===== src/rtl/prim_ram_1p_rmw.sv =====
// rtl/prim_ram_1p_rmw.sv - read-modify-write front end for a full-word-only ECC single-port RAM
//
// Purpose:
//   Lets masked (partial) writes reach a downstream RAM wrapper that only accepts
//   full-word writes. A partial write drains outstanding reads, reads the old
//   word, merges the new bits under the mask and writes the whole word back.
//   Reads and full-word writes pass straight through. Internal RMW read data is
//   never forwarded upstream.
//
// Optional feature (macro RAM_RMW_UNCORR_DROP_EN):
//   defined     - an uncorrectable RMW read skips the write-back; RAM word unchanged.
//   not defined - the merged word is written anyway (re-encoded with clean ECC).
//   rmw_err_o pulses in both builds.
//
// Ports:
//   clk_i, rst_ni                    clock, asynchronous active-low reset
//   req_i/gnt_o/write_i/addr_i       upstream request handshake
//   wdata_i/wmask_i                  write data and bit-level mask
//   rvalid_o/rdata_o/rerror_o        upstream read response ({uncorr, corr})
//   rmw_err_o                        1-cycle pulse: RMW read was uncorrectable
//   ram_req_o/ram_write_o/ram_addr_o downstream request
//   ram_wdata_o/ram_wmask_o          downstream write data, mask always all ones
//   ram_rvalid_i/ram_rdata_i         downstream read response (corrected data)
//   ram_rerror_i                     downstream {uncorr, corr}

module prim_ram_1p_rmw #(
  parameter int Depth        = 512,
  parameter int Width        = 32,
  parameter int MaxRdLatency = 2,
  localparam int Aw          = $clog2(Depth)
) (
  input  logic             clk_i,
  input  logic             rst_ni,
  input  logic             req_i,
  output logic             gnt_o,
  input  logic             write_i,
  input  logic [Aw-1:0]    addr_i,
  input  logic [Width-1:0] wdata_i,
  input  logic [Width-1:0] wmask_i,
  output logic             rvalid_o,
  output logic [Width-1:0] rdata_o,
  output logic [1:0]       rerror_o,
  output logic             rmw_err_o,
  output logic             ram_req_o,
  output logic             ram_write_o,
  output logic [Aw-1:0]    ram_addr_o,
  output logic [Width-1:0] ram_wdata_o,
  output logic [Width-1:0] ram_wmask_o,
  input  logic             ram_rvalid_i,
  input  logic [Width-1:0] ram_rdata_i,
  input  logic [1:0]       ram_rerror_i
);

  localparam int OutsW = $clog2(MaxRdLatency + 1);

  typedef enum logic [1:0] {
    IDLE  = 2'd0,
    DRAIN = 2'd1,
    WAIT  = 2'd2,
    WR    = 2'd3
  } state_e;

  state_e             state;
  logic [OutsW-1:0]   outs;
  logic [Aw-1:0]      addr_q;
  // Holds the upstream write data until the old word arrives, then the merged word.
  logic [Width-1:0]   wdata_q;
  logic [Width-1:0]   wmask_q;
  logic               rmw_err_q;

  logic               mask_full;
  logic               mask_none;
  logic               pass_rd;
  logic               pass_wr;
  logic               start_rmw;
  logic               rmw_rd;
  logic               fwd;
  logic               ram_req;
  logic [Width-1:0]   merged;

  assign mask_full = &wmask_i;
  assign mask_none = ~|wmask_i;

  assign pass_rd   = (state == IDLE) && req_i && !write_i;
  assign pass_wr   = (state == IDLE) && req_i && write_i && mask_full;
  assign start_rmw = (state == IDLE) && req_i && write_i && !mask_full && !mask_none;
  // The RMW read may only go out once every upstream read has been answered,
  // so its response can be told apart from forwarded ones.
  assign rmw_rd    = (state == DRAIN) && (outs == '0);
  assign fwd       = ram_rvalid_i && (state != WAIT);

  assign merged    = (ram_rdata_i & ~wmask_q) | (wdata_q & wmask_q);

  assign gnt_o     = (state == IDLE);

  always_comb begin
    ram_req     = 1'b0;
    ram_write_o = 1'b0;
    ram_addr_o  = addr_q;
    ram_wdata_o = wdata_q;
    case (state)
      IDLE: begin
        ram_req     = pass_rd || pass_wr;
        ram_write_o = write_i;
        ram_addr_o  = addr_i;
        ram_wdata_o = wdata_i;
      end
      DRAIN: begin
        ram_req = rmw_rd;
      end
      WR: begin
        ram_req     = 1'b1;
        ram_write_o = 1'b1;
      end
      default: begin
        ram_req = 1'b0;
      end
    endcase
  end

  // Request and response strobes are forced low while reset is held so nothing
  // escapes in either direction before the FSM is known to be idle.
  assign ram_req_o   = rst_ni && ram_req;
  assign ram_wmask_o = {Width{1'b1}};

  assign rvalid_o  = rst_ni && fwd;
  assign rdata_o   = ram_rdata_i;
  assign rerror_o  = rvalid_o ? ram_rerror_i : 2'b00;
  assign rmw_err_o = rmw_err_q;

  always_ff @(posedge clk_i or negedge rst_ni) begin
    if (!rst_ni) begin
      state     <= IDLE;
      outs      <= '0;
      addr_q    <= '0;
      wdata_q   <= '0;
      wmask_q   <= '0;
      rmw_err_q <= 1'b0;
    end else begin
      // Forwarded responses only retire passthrough reads; guard against
      // underflow if a stray response ever shows up.
      case ({pass_rd, fwd && (outs != '0)})
        2'b10:   outs <= outs + OutsW'(1);
        2'b01:   outs <= outs - OutsW'(1);
        default: outs <= outs;
      endcase

      rmw_err_q <= (state == WAIT) && ram_rvalid_i && ram_rerror_i[1];

      case (state)
        IDLE: begin
          if (start_rmw) begin
            addr_q  <= addr_i;
            wdata_q <= wdata_i;
            wmask_q <= wmask_i;
            state   <= DRAIN;
          end
        end
        DRAIN: begin
          if (rmw_rd) begin
            state <= WAIT;
          end
        end
        WAIT: begin
          if (ram_rvalid_i) begin
            // Corrected data is merged, so a correctable error is scrubbed.
            wdata_q <= merged;
`ifdef RAM_RMW_UNCORR_DROP_EN
            state   <= ram_rerror_i[1] ? IDLE : WR;
`else
            state   <= WR;
`endif
          end
        end
        WR: begin
          state <= IDLE;
        end
        default: begin
          state <= IDLE;
        end
      endcase
    end
  end

endmodule


===== config.mk =====
export PLATFORM = sky130hd
export DESIGN_NAME = prim_ram_1p_rmw
export DESIGN_NICKNAME = d
export VERILOG_FILES = /design/src/rtl/prim_ram_1p_rmw.sv
export SDC_FILE = /design/constraint.sdc
export NUM_CORES = 1
export LEC_CHECK = 0
export CAP_MARGIN = 20
export CELL_PAD_IN_SITES_DETAIL_PLACEMENT = 1
export CELL_PAD_IN_SITES_GLOBAL_PLACEMENT = 2
export CORE_ASPECT_RATIO = 1.1
export CORE_MARGIN = 1
export CORE_UTILIZATION = 28
export CTS_CLUSTER_DIAMETER = 30
export DETAILED_ROUTE_END_ITERATION = 10
export MAX_ROUTING_LAYER = met4
export PLACE_DENSITY = 0.84
export REMOVE_ABC_BUFFERS = 1
export SLEW_MARGIN = 20
export SYNTH_ARGS = -nofsm -noshare
export SYNTH_HDL_FRONTEND = slang
export SYNTH_SLANG_ARGS = --single-unit
export TNS_END_PERCENT = 30

===== constraint.sdc =====
create_clock -name clk_i -period 3.6 [get_ports clk_i]
set_clock_uncertainty 0.15 [all_clocks]
set_input_delay 0.72 -clock clk_i [delete_from_list [all_inputs] [get_ports clk_i]]
set_output_delay 0.72 -clock clk_i [all_outputs]
set_load 0.01 [all_outputs]

==> out/summary.txt, run 1 <==
status -> finished, final reports clean
Hold WS -> 0.312 ns
final-stage net count -> 708
dpl hpwl -> 10,600 um
Comb pwr share -> 54.2%
CP arrival -> 2.52 ns
Layout Cells excl Fill -> 829
crit path launch type -> primary input
Max IR drop VDD -> 0.299 mV
critical path class -> in -> out
CTS Sinks -> 78
leakage power -> 2.94 nW
Worst Setup End Kind -> primary output
DRT Pass-1 Iters -> 4
Reg clk slew, reported paths -> 0.06 ns
Synth cell types -> 32
max_cap viols -> 0
Mean Syn Cell Area -> 12.3 um2
CP required -> 2.73 ns
worst reg2reg path depth -> 9
Async S/R FF share, synth -> 100%
CP Capture Point -> ram_req_o
GP Congestion -> 0.763
Die Wd -> 129 um
Initial Utilization -> 28.8%
M2 GR Usage -> 29.4%
Initial DRC Count -> 69
FF-to-FF End -> state[0]
TritonCTS clock tree -> done
Clock Power Share -> 18.5%
Clock Tree Root -> clkbuf_16
synth top area cells -> dfrtp_1 40%, mux2_2 26%, buf_4 9.7%
synth-to-layout area growth -> 48.4%
Tot GR Track Use -> 16.3%
most used flip-flop cell after synthesis -> dfrtp_1
top-count cell post-synth -> mux2_2
crit share post-route -> 94.3%
top cells by count, synth -> 113 x mux2_2, 78 x dfrtp_1, 64 x buf_4
CTS H-tree depth -> 3
Final Hold Violating Endpoints -> 0
RSZ-0062 raised after global routing -> false
most used routing layer -> met2
io pins -> 224
Pint -> 0.00385 W
max-slew violation count -> 0
total gr overflow -> 0
max_slew headroom -> 43.1%
CP max FO -> 3
Clk Latency, worst-skew pair -> 0.34 ns
Net Sw Power -> 0.00191 W
die area -> 0.0182 mm2
Vias -> 3,811
HP Class -> in -> async
total wire length -> 14,000 um
post-synthesis instance area -> 0.00494 mm2
core area -> 0.0171 mm2
Rows -> 50
R2R Setup Slk -> 0.77 ns
post-synth top area share -> 39.5%
final setup vio count -> 0
share of layout cells above drive strength 1 -> 31.4%
Ys Warns -> 0
TritonCTS buffer count -> 9
vias per cell -> 4.60
Period minus WS final -> 3.39 ns
CTS Buffer Depth -> 2
Pwr Density -> 787 mW/mm2
first-pass GRT wire length -> 22,100 um
worst setup path startpoint -> wmask_i[29]
FILL cells -> 1,869
cell count after synthesis -> 403
R2R Path Start -> state[0]
pin slew with the least headroom to its limit -> 0.853 ns
routed length per instance -> 16.8 um
GRT met1 Usage -> 17.5%
die span in y -> 141 um
Port-buffer cells -> 191
register bit total from synthesis -> 78
post-route ant nets -> 0
Max Freq -> 0.295 GHz
M3 GR Usage -> 2.71%
initial antenna violation count -> 0
placed cells -> 813
Seq pwr share -> 27.3%
switch share -> 33.2%
DR DRC count -> 0
number of global-route vias before repair -> 4,302
diodes inserted -> 0
Post-synth EDFFs -> 0
Synth area leader -> dfrtp_1
largest net degree at the start of global routing -> 67
Seq/Total Area, Yosys -> 39.5%
worst min-delay path by stage:
stage / startpoint / endpoint / cells after the start
global placement: flop / flop / 1
global route: rst_ni / state[0] / 2
CTS: rst_ni / asynchronous set/reset pin / 2
detailed placement: flop / flop / 1
floorplan: rst_ni / asynchronous set/reset pin / 0
finish: rst_ni / rmw_err_o / 2
per-stage QoR:
step	TNS (ns)	total power (W)	util, %	setup slack [ns]	area [um2]
final	0	0.00577	42.8	0.207	7330
after floorplan	-32.57	0.00335	-	-0.636	4400
after detailed placement	-0.186	0.00475	40.7	-0.186	6980
after CTS	0	0.00587	42.8	0.161	7330
after global routing	0	0.00617	42.8	0.124	7330
after global placement	-0.234	0.00466	40.7	-0.234	6980
placed cells by master, fill, tap and decap left out, drive strengths merged, types with 2 or more instances in the layout:
| master | netlist | final |
|---|---|---|
| and3 | 3 | 3 |
| and2 | 3 | 3 |
| buf | 85 | 43 |
| nor4 | 10 | 10 |
| clkinv | 0 | 3 |
| o21ai | 4 | 4 |
| nor2 | 4 | 4 |
| mux2 | 147 | 147 |
| dfrtp | 78 | 78 |
| a21oi | 4 | 4 |
| ha | 6 | 6 |
| bufinv | 0 | 3 |
| conb | 1 | 32 |
| inv | 4 | 4 |
| nand4 | 8 | 8 |
| and4 | 2 | 2 |
| xnor2 | 2 | 2 |
| clkbuf | 3 | 10 |
| clkdlybuf4s50 | 0 | 189 |
| a211oi | 32 | 32 |
power by group through the flow:
stage,Clock (W),Combinational [W],Sequential (W)
2_1_floorplan,0,0.00184,0.00150
4_1_cts,0.00110,0.00318,0.00158
3_5_place_dp,0,0.00316,0.00159
3_3_place_gp,0,0.00310,0.00156
6_report,0.00106,0.00313,0.00158
5_1_grt,0.00113,0.00340,0.00164
worst max-delay path, cell delays in order:
cell	delay [ns]
clkdlybuf4s50_1	0.47
nand4_1	0.13
nor4_2	0.29
buf_4	0.16
a21boi_1	0.12
o21ai_1	0.18
and3_1	0.18
dlygate4sd2_1	0.26
per-layer routing:
layer	wire, um	vias up
met4	295	0
met3	677	21
met2	7400	134
li1	-	1758
met5	0	-
met1	5580	1898
kinds of logic after synthesis:
family	after synthesis	share of synthesized area, %
buffers and inverters	92	13.7
AND/OR/NAND/NOR	33	4.05
other	1	0.0759
flip-flops	78	39.5
multiplexers	148	34.1
adder cells (fa/ha/maj)	6	1.52
AO/OA/AOI/OAI	42	6.54
XOR/XNOR	3	0.532
area by class of cell:
type | instances | area [um2] | share of cell area (%)
multi-input combinational | 264 | 2460 | 33.6
timing repair buffer | 233 | 2260 | 30.8
sequential | 78 | 1950 | 26.6
tap | 234 | 293 | 3.99
clock buffer | 10 | 239 | 3.26
clock inverter | 6 | 109 | 1.48
inverter | 4 | 15.0 | 0.205
timing repair:
item | 4_1_cts | 5_1_grt
hold buffers | 0 | 0
setup buffers | 0 | 0
hold endpoints to repair | 0 | 0
endpoints found under the setup margin | 1 | 0
gates resized for setup | 3 | 0
Note: power is estimated with default switching activity, not from simulation.
==> run 2: changes to the inputs <==
CELL_PAD_IN_SITES_DETAIL_PLACEMENT = not set   (was 1)
CELL_PAD_IN_SITES_GLOBAL_PLACEMENT = not set   (was 2)
CORE_UTILIZATION = 46   (was 28)
PLACE_DENSITY = 0.85   (was 0.84)
==> out/summary.txt, run 2 (synthesis gave the netlist of run 1 again) <==
status -> finished, final reports clean
max-slew violation count -> 0 (unchanged)
crit share post-route -> 96.6% (+2.3 points)
vias per cell -> 5.16 (+12%)
footprint of the multi-input gates -> 0.00247 mm2 (+0.36%)
core area -> 0.0104 mm2 (-39%)
commonest non-fill, non-tap cell in the layout -> clkdlybuf4s50_1
FILL cells -> 793 (-58%)
met3 WL -> 674 um (-0.44%)
CP Capture Point -> ram_req_o
io pins -> 224 (unchanged)
TritonCTS buffer count -> 9 (unchanged)
post-route setup TNS -> 0 ns (unchanged)
total wire length -> 12,400 um (-11%)
R2R Path Start -> state[0]
number of global-route vias before repair -> 4,009 (-6.8%)
final setup vio count -> 0 (unchanged)
total gr overflow -> 0 (unchanged)
Max Freq -> 0.288 GHz (-2.4%)
Period minus WS final -> 3.48 ns (+0.0837 ns)
die area -> 0.0112 mm2 (-39%)
Initial DRC Count -> 88 (+28%)
share of layout cells above drive strength 1 -> 30.1% (-1.3 points)
post-route ant nets -> 0 (unchanged)
Pwr Density -> 777 mW/mm2 (-1.3%)
DR DRC count -> 0 (unchanged)
worst setup path startpoint -> wmask_i[23]
final-stage net count -> 698 (-1.4%)
Top Layer Used -> met4
Port-buffer cells -> 191 (unchanged)
# hold bufs at CTS -> 0 (unchanged)
dpl hpwl -> 9260 um (-13%)
max_cap viols -> 0 (unchanged)
Initial Utilization -> 47.5% (+19 points)
diodes inserted -> 0 (unchanged)
CTS Sinks -> 78 (unchanged)
RSZ-0062 raised after global routing -> false
largest net degree at the start of global routing -> 40 (-40%)
CTS H-tree depth -> 3 (unchanged)
leakage power -> 2.85 nW (-3.2%)
Hold WS -> 0.315 ns (+0.00269 ns)
HP Class -> in -> async
Post CTS Setup Buffer Count -> 0 (unchanged)
Finished Cell Area -> 0.00706 mm2 (-3.8%)
synth-to-layout area growth -> 42.9%
GP Congestion -> 0.842 (+10%)
CP required -> 2.73 ns (about the same)
WL met2 -> 6600 um (-11%)
Clk Latency, worst-skew pair -> 0.32 ns (-0.02 ns)
crit path launch type -> primary input
register area -> 0.00195 mm2 (unchanged)
initial antenna violation count -> 0 (unchanged)
total chip power -> 0.00548 W (-5.0%)
worst reg2reg path depth -> 6 (-3)
DRT Pass-1 Iters -> 4 (unchanged)
R2R Setup Slk -> 0.82 ns (+0.05 ns)
Vias -> 3,749 (-1.6%)
Final Hold Violating Endpoints -> 0 (unchanged)
Reg clk slew, reported paths -> 0.06 ns (about the same)
Worst Setup End Kind -> primary output
first-pass GRT wire length -> 19,700 um (-11%)
routed length per instance -> 17.0 um (+1.0%)
Metal-1 WL -> 4890 um (-12%)
TritonCTS clock tree -> done
post-layout util -> 67.9% (+25 points)
max_slew headroom -> 58.6% (+15 points)
Tot GR Track Use -> 23.4% (+7.2 points)
pin slew with the least headroom to its limit -> 0.608 ns (-0.245 ns)
CTS Buffer Depth -> 2 (unchanged)
most frequent cells in the layout -> 189 x clkdlybuf4s50_1, 113 x mux2_2, 78 x dfrtp_1
Max IR drop VDD -> 0.409 mV (+37%)
Rows -> 39 (-22%)
CP arrival -> 2.61 ns (+0.09 ns)
die span in y -> 111 um (-22%)
Die Wd -> 101 um (-22%)
Clock Tree Root -> clkbuf_16
CP max FO -> 3 (unchanged)
placed standard-cell area -> 0.00678 mm2 (-2.9%)
critical path class -> in -> out
[run 2: cell count changes in the layout (fill, tap and decap cells not counted)]
cell | previous run | this run
buf_4 | 40 | 31
clkinv_4 | 1 | 0
bufinv_16 | 3 | 0
clkbuf_8 | 1 | 0
nor4_4 | 0 | 1
buf_12 | 3 | 2
nor4_2 | 1 | 0
clkinvlp_4 | 0 | 4
[run 2: final cells by class]
cell class                      instances  area share [%]
Multi-Input combinational cell        264            35.0
Timing Repair Buffer                  223            30.8
Sequential cell                        78            27.7
Clock buffer                            9            3.19
Tap cell                              143            2.54
Clock inverter                          6           0.567
Inverter                                4           0.213
[run 2: timing repair]
action | 4_1_cts | 5_1_grt
gates cloned | 0 | 0
pin swaps | 3 | 2
endpoints found under the setup margin | 1 | 1
resized for setup | 4 | 0
[run 2: worst min-delay path by stage]
stage                                 end  depth (start not counted)
3_3_place_gp                         flop                          1
5_1_grt                              flop                          1
2_1_floorplan  asynchronous set/reset pin                          0
3_5_place_dp                         flop                          1
4_1_cts                       wmask_q[20]                          2
6_report                        rmw_err_o                          2
[run 2: metal layers]
layer | vias to the layer above | track usage (%)
li1 | 1741 | -
met1 | 1846 | 26.7
met2 | 146 | 41.8
met3 | 16 | 4.22
met4 | 0 | 6.28
met5 | - | -
[run 2: critical path, stage by stage]
cell and delay [ns]:
clkdlybuf4s50_1 0.49, nand4_1 0.15, nor4_4 0.36, buf_4 0.16, a21boi_1 0.10, o21ai_1 0.20, and3_1 0.16, dlygate4sd2_1 0.27
[run 2: per-stage QoR]
stage / setup WS, ns / std cells
after floorplan: -0.636 / 346
after global placement: -0.287 / 712
after detailed placement: -0.338 / 712
after CTS: 0.0302 / 727
after global routing: 0.0457 / 727
final: 0.123 / 727
[run 2: power breakdown]
| part | switching (W) | total (W) | internal (W) |
|---|---|---|---|
| Clock | 0.000344 | 0.000804 | 0.000460 |
| Sequential | 0.000243 | 0.00158 | 0.00133 |
| Combinational | 0.00129 | 0.00310 | 0.00181 |
